**src/rtl/stream_demux_1to4.sv**
```systemverilog
// Stream demultiplexer: one valid/ready source fanned out to four single-entry output buffers.
// Optional macro DEMUX_CNT_EN adds four 16-bit per-channel delivery counters on xfer_cnt.
module stream_demux_1to4 #(
  parameter int WIDTH = 32
) (
  input  logic             clk,
  input  logic             rst,
  input  logic [WIDTH-1:0] in_data,
  input  logic [1:0]       in_sel,
  input  logic             in_valid,
  output logic             in_ready,
  output logic [WIDTH-1:0] out1,
  output logic [WIDTH-1:0] out2,
  output logic [WIDTH-1:0] out3,
  output logic [WIDTH-1:0] out4,
  output logic [3:0]       out_valid,
  input  logic [3:0]       out_ready
`ifdef DEMUX_CNT_EN
  ,
  output logic [63:0]      xfer_cnt
`endif
);

  typedef enum logic {
    EMPTY = 1'b0,
    FULL  = 1'b1
  } chan_state_e;

  chan_state_e      state_q [4];
  chan_state_e      state_d [4];
  logic [WIDTH-1:0] data_q  [4];
  logic [WIDTH-1:0] data_d  [4];
  logic             accept;
  logic [3:0]       deliver;

  always_ff @(posedge clk or posedge rst) begin
    if (rst) begin
      for (int k = 0; k < 4; k++) begin
        state_q[k] <= EMPTY;
        data_q[k]  <= '0;
      end
    end else begin
      for (int k = 0; k < 4; k++) begin
        state_q[k] <= state_d[k];
        data_q[k]  <= data_d[k];
      end
    end
  end

  // A full channel can still accept when its sink drains in the same cycle.
  always_comb begin
    in_ready  = 1'b0;
    accept    = 1'b0;
    deliver   = '0;
    out_valid = '0;
    in_ready  = ~rst & ((state_q[in_sel] == EMPTY) | out_ready[in_sel]);
    accept    = in_valid & in_ready;
    for (int k = 0; k < 4; k++) begin
      state_d[k]   = state_q[k];
      data_d[k]    = data_q[k];
      out_valid[k] = (state_q[k] == FULL);
      deliver[k]   = (state_q[k] == FULL) & out_ready[k];
      if (accept && (in_sel == 2'(k))) begin
        state_d[k] = FULL;
        data_d[k]  = in_data;
      end else if (deliver[k]) begin
        state_d[k] = EMPTY;
      end
    end
  end

  assign out1 = data_q[0];
  assign out2 = data_q[1];
  assign out3 = data_q[2];
  assign out4 = data_q[3];

`ifdef DEMUX_CNT_EN
  logic [15:0] cnt_q [4];

  always_ff @(posedge clk or posedge rst) begin
    if (rst) begin
      for (int k = 0; k < 4; k++) cnt_q[k] <= '0;
    end else begin
      for (int k = 0; k < 4; k++) begin
        if (deliver[k]) cnt_q[k] <= cnt_q[k] + 16'd1;
      end
    end
  end

  assign xfer_cnt = {cnt_q[3], cnt_q[2], cnt_q[1], cnt_q[0]};
`endif

endmodule

```
**config.mk**
```make
export PLATFORM = sky130hd
export DESIGN_NAME = stream_demux_1to4
export DESIGN_NICKNAME = d
export VERILOG_FILES = /design/src/rtl/stream_demux_1to4.sv
export SDC_FILE = /design/constraint.sdc
export NUM_CORES = 1
export LEC_CHECK = 0
export ABC_AREA = 1
export CAP_MARGIN = 5
export CORE_MARGIN = 5
export CORE_UTILIZATION = 45
export DETAILED_ROUTE_END_ITERATION = 8
export HOLD_SLACK_MARGIN = 0.08
export PLACE_DENSITY = 0.79
export REMOVE_ABC_BUFFERS = 1
export SYNTH_ARGS = -nofsm -noshare
export SYNTH_HDL_FRONTEND = slang
export SYNTH_SLANG_ARGS = --single-unit
```
**constraint.sdc**
```tcl
create_clock -name clk -period 6.8 [get_ports clk]
set_input_delay 1.7 -clock clk [delete_from_list [all_inputs] [get_ports clk]]
set_output_delay 1.7 -clock clk [all_outputs]
set_load 0.05 [all_outputs]
```
# Word level (Yosys, flattened, before mapping)
# Cells that the tools add are included.
# W data, S select, Z words.
# totals
ff_bits	132
out_inout_bits	133
in_bits	41
word_cells	45
# classes
reduce_logical	9
mux	13
n_bitwise	10
magnitude_cmp	2
n_eq_ne	3
# ops
op	n
$mux W1	11
$reduce_bool A2 Y1	4
$and A1 B1 Y1	6
$bmux W1 S2	2
$eq A2 B2 Y1 const B	2
$logic_and A1 B1 Y1	4
$ge A3 B3 Y1 const B	1
$lt A2 B3 Y1 const B	1
$not A2 Y3	1
$eq A2 B1 Y1 const B	1
$logic_not A2 Y1	1
$not A1 Y1	2
$or A1 B1 Y1	1

# Longest topological paths before layout
# logic_depth
ltp_word	10
ltp_mapped	12
depth_no_buf	10

# Worst setup path after synthesis
# OpenSTA, ideal clock, no wires.
# synth_path
path_kind	input port to flip-flop
start	input rst
end	register data_q, in the netlist out1[10]
required_ns	6.682
setup_slack_ns	1.040
setup_time_ns	0.118
t_arrival_ns	5.642
path_buffers	1
stages	5
path_cell_list	inv_1 > nand4_1 > buf_2 > nand2_1 > nand2_1
# synth_between
elab_chain_cells	4
# synth_rtl
item	line	text
from (decl)	7	input logic rst,
$not A1 Y1	56	in_ready = ~rst & ((state_q[in_sel] == EMPTY) | out_ready[in_sel]);
$and A1 B1 Y1	56	
$and A1 B1 Y1	57	accept = in_valid & in_ready;
$logic_and A1 B1 Y1	63	if (accept && (in_sel == 2'(k))) begin
to (signal, indexed assignment)	45	data_q[k] <= data_d[k];
to (decl)	31	logic [WIDTH-1:0] data_q [4];
# Every way passes these cells.
# A chain may end at the register's enable or synchronous reset.

# Final worst setup path
# layout_path
start	input in_sel[0]
end	output in_ready
# layout_between
elab_chain_cells	7
word_cells_on_any_way	9
cone_classes	5 x mux; 4 x bitwise
# layout_rtl
item	line	text
from (decl)	9	input logic [1:0] in_sel,
$not A2 Y3 (not written as such)	56	
$bmux W1 S2	56	
$mux W1 (not written as such) (2 in a row)	56	
$not A1 Y1	56	
$or A1 B1 Y1 (*)	56	
$and A1 B1 Y1 (*)	56	
to (decl)	11	output logic in_ready,
# Mark *: on every way between the ends. The rest lies on a longest branch, timed or not. The select of a mux whose other input is x is not followed.

==> summary.md <==
| Metric | Value |
|---|---|
| Clock transition at path regs | `0.06 ns` |
| Vias in the first global route | `4688` |
| Register-to-register setup slack | `4.27 ns` |
| Clock Path Buffers | `2` |
| Post-CTS Resized | `0` |
| Cts bufs inserted | `17` |
| Number of synthesized flops with an enable pin | `0` |
| Worst path cell trace | `clkdlybuf4s50_1 -> inv_1 -> nand2_1 -> nand2_1 -> nand2_1 -> nand2_1 -> a21oi_1 -> clkdlybuf4s50_1` |
| Period minus WS final | `5.49 ns` |
| CP required | `5.10 ns` |
| Pins Over Slew Limit | `0` |
| # setup viols final | `0` |
| Post-Route Skew | `0.00963 ns` |
| CP arrival | `3.79 ns` |
| CP max-delay cell | `clkdlybuf4s50_1` |
| Routability cong. | `0.780` |
| MaxCap Viol Count | `0` |
| Crit path max fanout | `8` |
| Ys flop type | `dfrtp_1` |
| Hold_sp | `out4[27]` |
| Leakage | `0.00382 uW` |
| Area of the multi-input gates | `1640 um2` |
| Cell mode on critical path | `nand2_1` |
| Buffers on Ports | `173` |
| FP Rows | `39` |
| Global-route wire length before repair | `24000 um` |
| Hold_ws | `0.477 ns` |
| Seq/Total Area, Yosys | `64.2%` |
| Crit end category | `primary output` |
| Final ANT Viol Nets | `0` |
| Peak VDD IR | `0.205 mV` |
| GR Layer Usage met3 | `6.84%` |
| Grt peak-use layer | `met2` |
| Clk sinks | `132` |
| Root buffer cell | `clkbuf_16` |
| DR WL/cell | `16.6 um` |
| Critical Path Source | `in_sel[0]` |
| Die height | `117 um` |
| Gr ovfl total | `0` |
| DR vias | `4587` |
| Worst hold path class | `flop to flop` |
| Fin. Hold Viols | `0` |
| Synth Register Bits | `132` |
| Yosys warns | `0` |
| Asr flop ratio synth | `100%` |
| GRT Total Usage | `22.9%` |
| Vias per cell | `5.01` |
| Count leader, synth | `nand2_1` |
| Worst-margin pin slew | `1.09 ns` |
| Power Density | `426 nW/um2` |
| Area Growth Syn to Fin | `47.1%` |
| Final Cycle Share | `80.7%` |
| # DRC | `0` |
| Setup bufs post-CTS | `0` |
| Mapped cell area | `5150 um2` |
| Post-DP HPWL | `9960 um` |
| Starting DRT DRC Count | `342` |
| Die Width | `117 um` |
| Nets | `800` |
| Outcome | `finished clean` |
| Total core area | `11300 um2` |
| Initial Utilization | `45.5%` |
| Worst setup SP type | `input port` |
| Die Footprint | `13700 um2` |
| Rel. slew slack | `27.2%` |
| CTS tree | `built` |
| I/O pin total | `174` |
| H-tree levels | `4` |
| R2R Path Start | `out_valid[2]` |
| Ant. Diodes | `0` |
| Mean Syn Cell Area | `8.77 um2` |
| Top cell type's share of synthesized area | `64.2%` |
| Initial DRT Pass Iterations | `5` |
| Final WL | `15200 um` |
| Worst-Skew Late Latency | `0.41 ns` |
| Met1 Use GR | `28.7%` |
| Initial antenna violation count | `0` |
| Setup_tns | `0 ns` |
| Largest net degree at the start of global routing | `72` |
| Fillers | `887` |
| Leading area contributor after synthesis | `dfrtp_1` |
| RSZ-0062 raised after global routing | `false` |
| Post-synth top cells | `397 x nand2_1, 132 x dfrtp_1, 13 x buf_4` |
| Top cells by area, synth | `dfrtp_1 64%, nand2_1 29%, buf_4 1.9%` |
| Critical path type | `input port to primary output` |
| Global routing usage on met2 | `37.8%` |
| Critical Path Max Stage Delay | `0.82 ns` |
| Synth cell types | `14` |
| Layout cells sized above 1 | `5.83%` |
| Syn Inst Count | `587` |
| Hold-fix buffers, CTS | `0` |
| Register area | `3300 um2` |
| Max frequency | `182 MHz` |
[state kept, by name, indices dropped and copies added, names as in the netlist]
name	cells
out4	32
out3	32
out1	32
out2	32
out_valid	4
[stage by stage]
step / setup slack [ns] / utilization, % / cell area [um2] / power, uW / cells
2_1_floorplan: 0.0441 / - / 4990 / 1810 / 562
5_1_grt: 1.15 / 66.9 / 7570 / 3350 / 915
3_5_place_dp: 1.34 / 61.3 / 6940 / 2270 / 883
4_1_cts: 1.34 / 66.9 / 7570 / 3250 / 915
6_report: 1.31 / 66.9 / 7570 / 3220 / 915
3_3_place_gp: 1.46 / 61.3 / 6940 / 2250 / 883
[routing by layer]
layer  share of wire (%)  up-vias  wire length [um]
met3                 8.1       27              1240
met4                 1.8        0               278
li1                    -     2127                 -
met1                  41     2231              6260
met5                   0        -                 0
met2                  49      202              7450
[logic make-up after synthesis]
| family | count (synthesis) | synth area share [%] |
|---|---|---|
| compound gates | 5 | 0.486 |
| buf+inv | 36 | 3.87 |
| flops | 132 | 64.2 |
| simple gates | 414 | 31.5 |
[cells in the final DEF (no fill, tap or decap), drive strengths merged]
master	instances
a21oi	1
buf	5
bufinv	4
clkbuf	18
clkdlybuf4s50	173
clkinv	3
clkinvlp	3
dfrtp	132
inv	15
nand2	398
nand3	4
nand4	4
nor2	8
o21ai	4
[final timing paths]
kind / endpoint / cells after the start
max: in_ready / 8
min: out4[27] / 2
max reg2reg: out3[17] / 9
min reg2reg: out4[27] / 2
max in group asynchronous: out1[24] / 3
min in group asynchronous: out_valid[1] / 2
[worst max-delay path: cells and delay by family]
| kind | cells | cell delay (ns) |
|---|---|---|
| buf+inv | 3 | 1.59 |
| simple gates | 4 | 0.33 |
| compound gates | 1 | 0.16 |
[area by class of cell]
cell class | count | share of cell area [%]
clock buffer | 18 | 5.67
clock inverter | 14 | 2.65
inverter | 11 | 0.579
multi-input combinational | 419 | 21.7
sequential | 132 | 43.6
tap | 143 | 2.36
timing repair buffer | 178 | 23.4
[where the power goes]
group	internal, uW	switching [uW]	leakage, uW	total, uW
registers	954	106	0.00167	1060
logic	373	825	0.00186	1200
clock network	619	349	0.000298	967
total	1950	1280	0.00382	3220
Power figures use the tool's default switching activity.
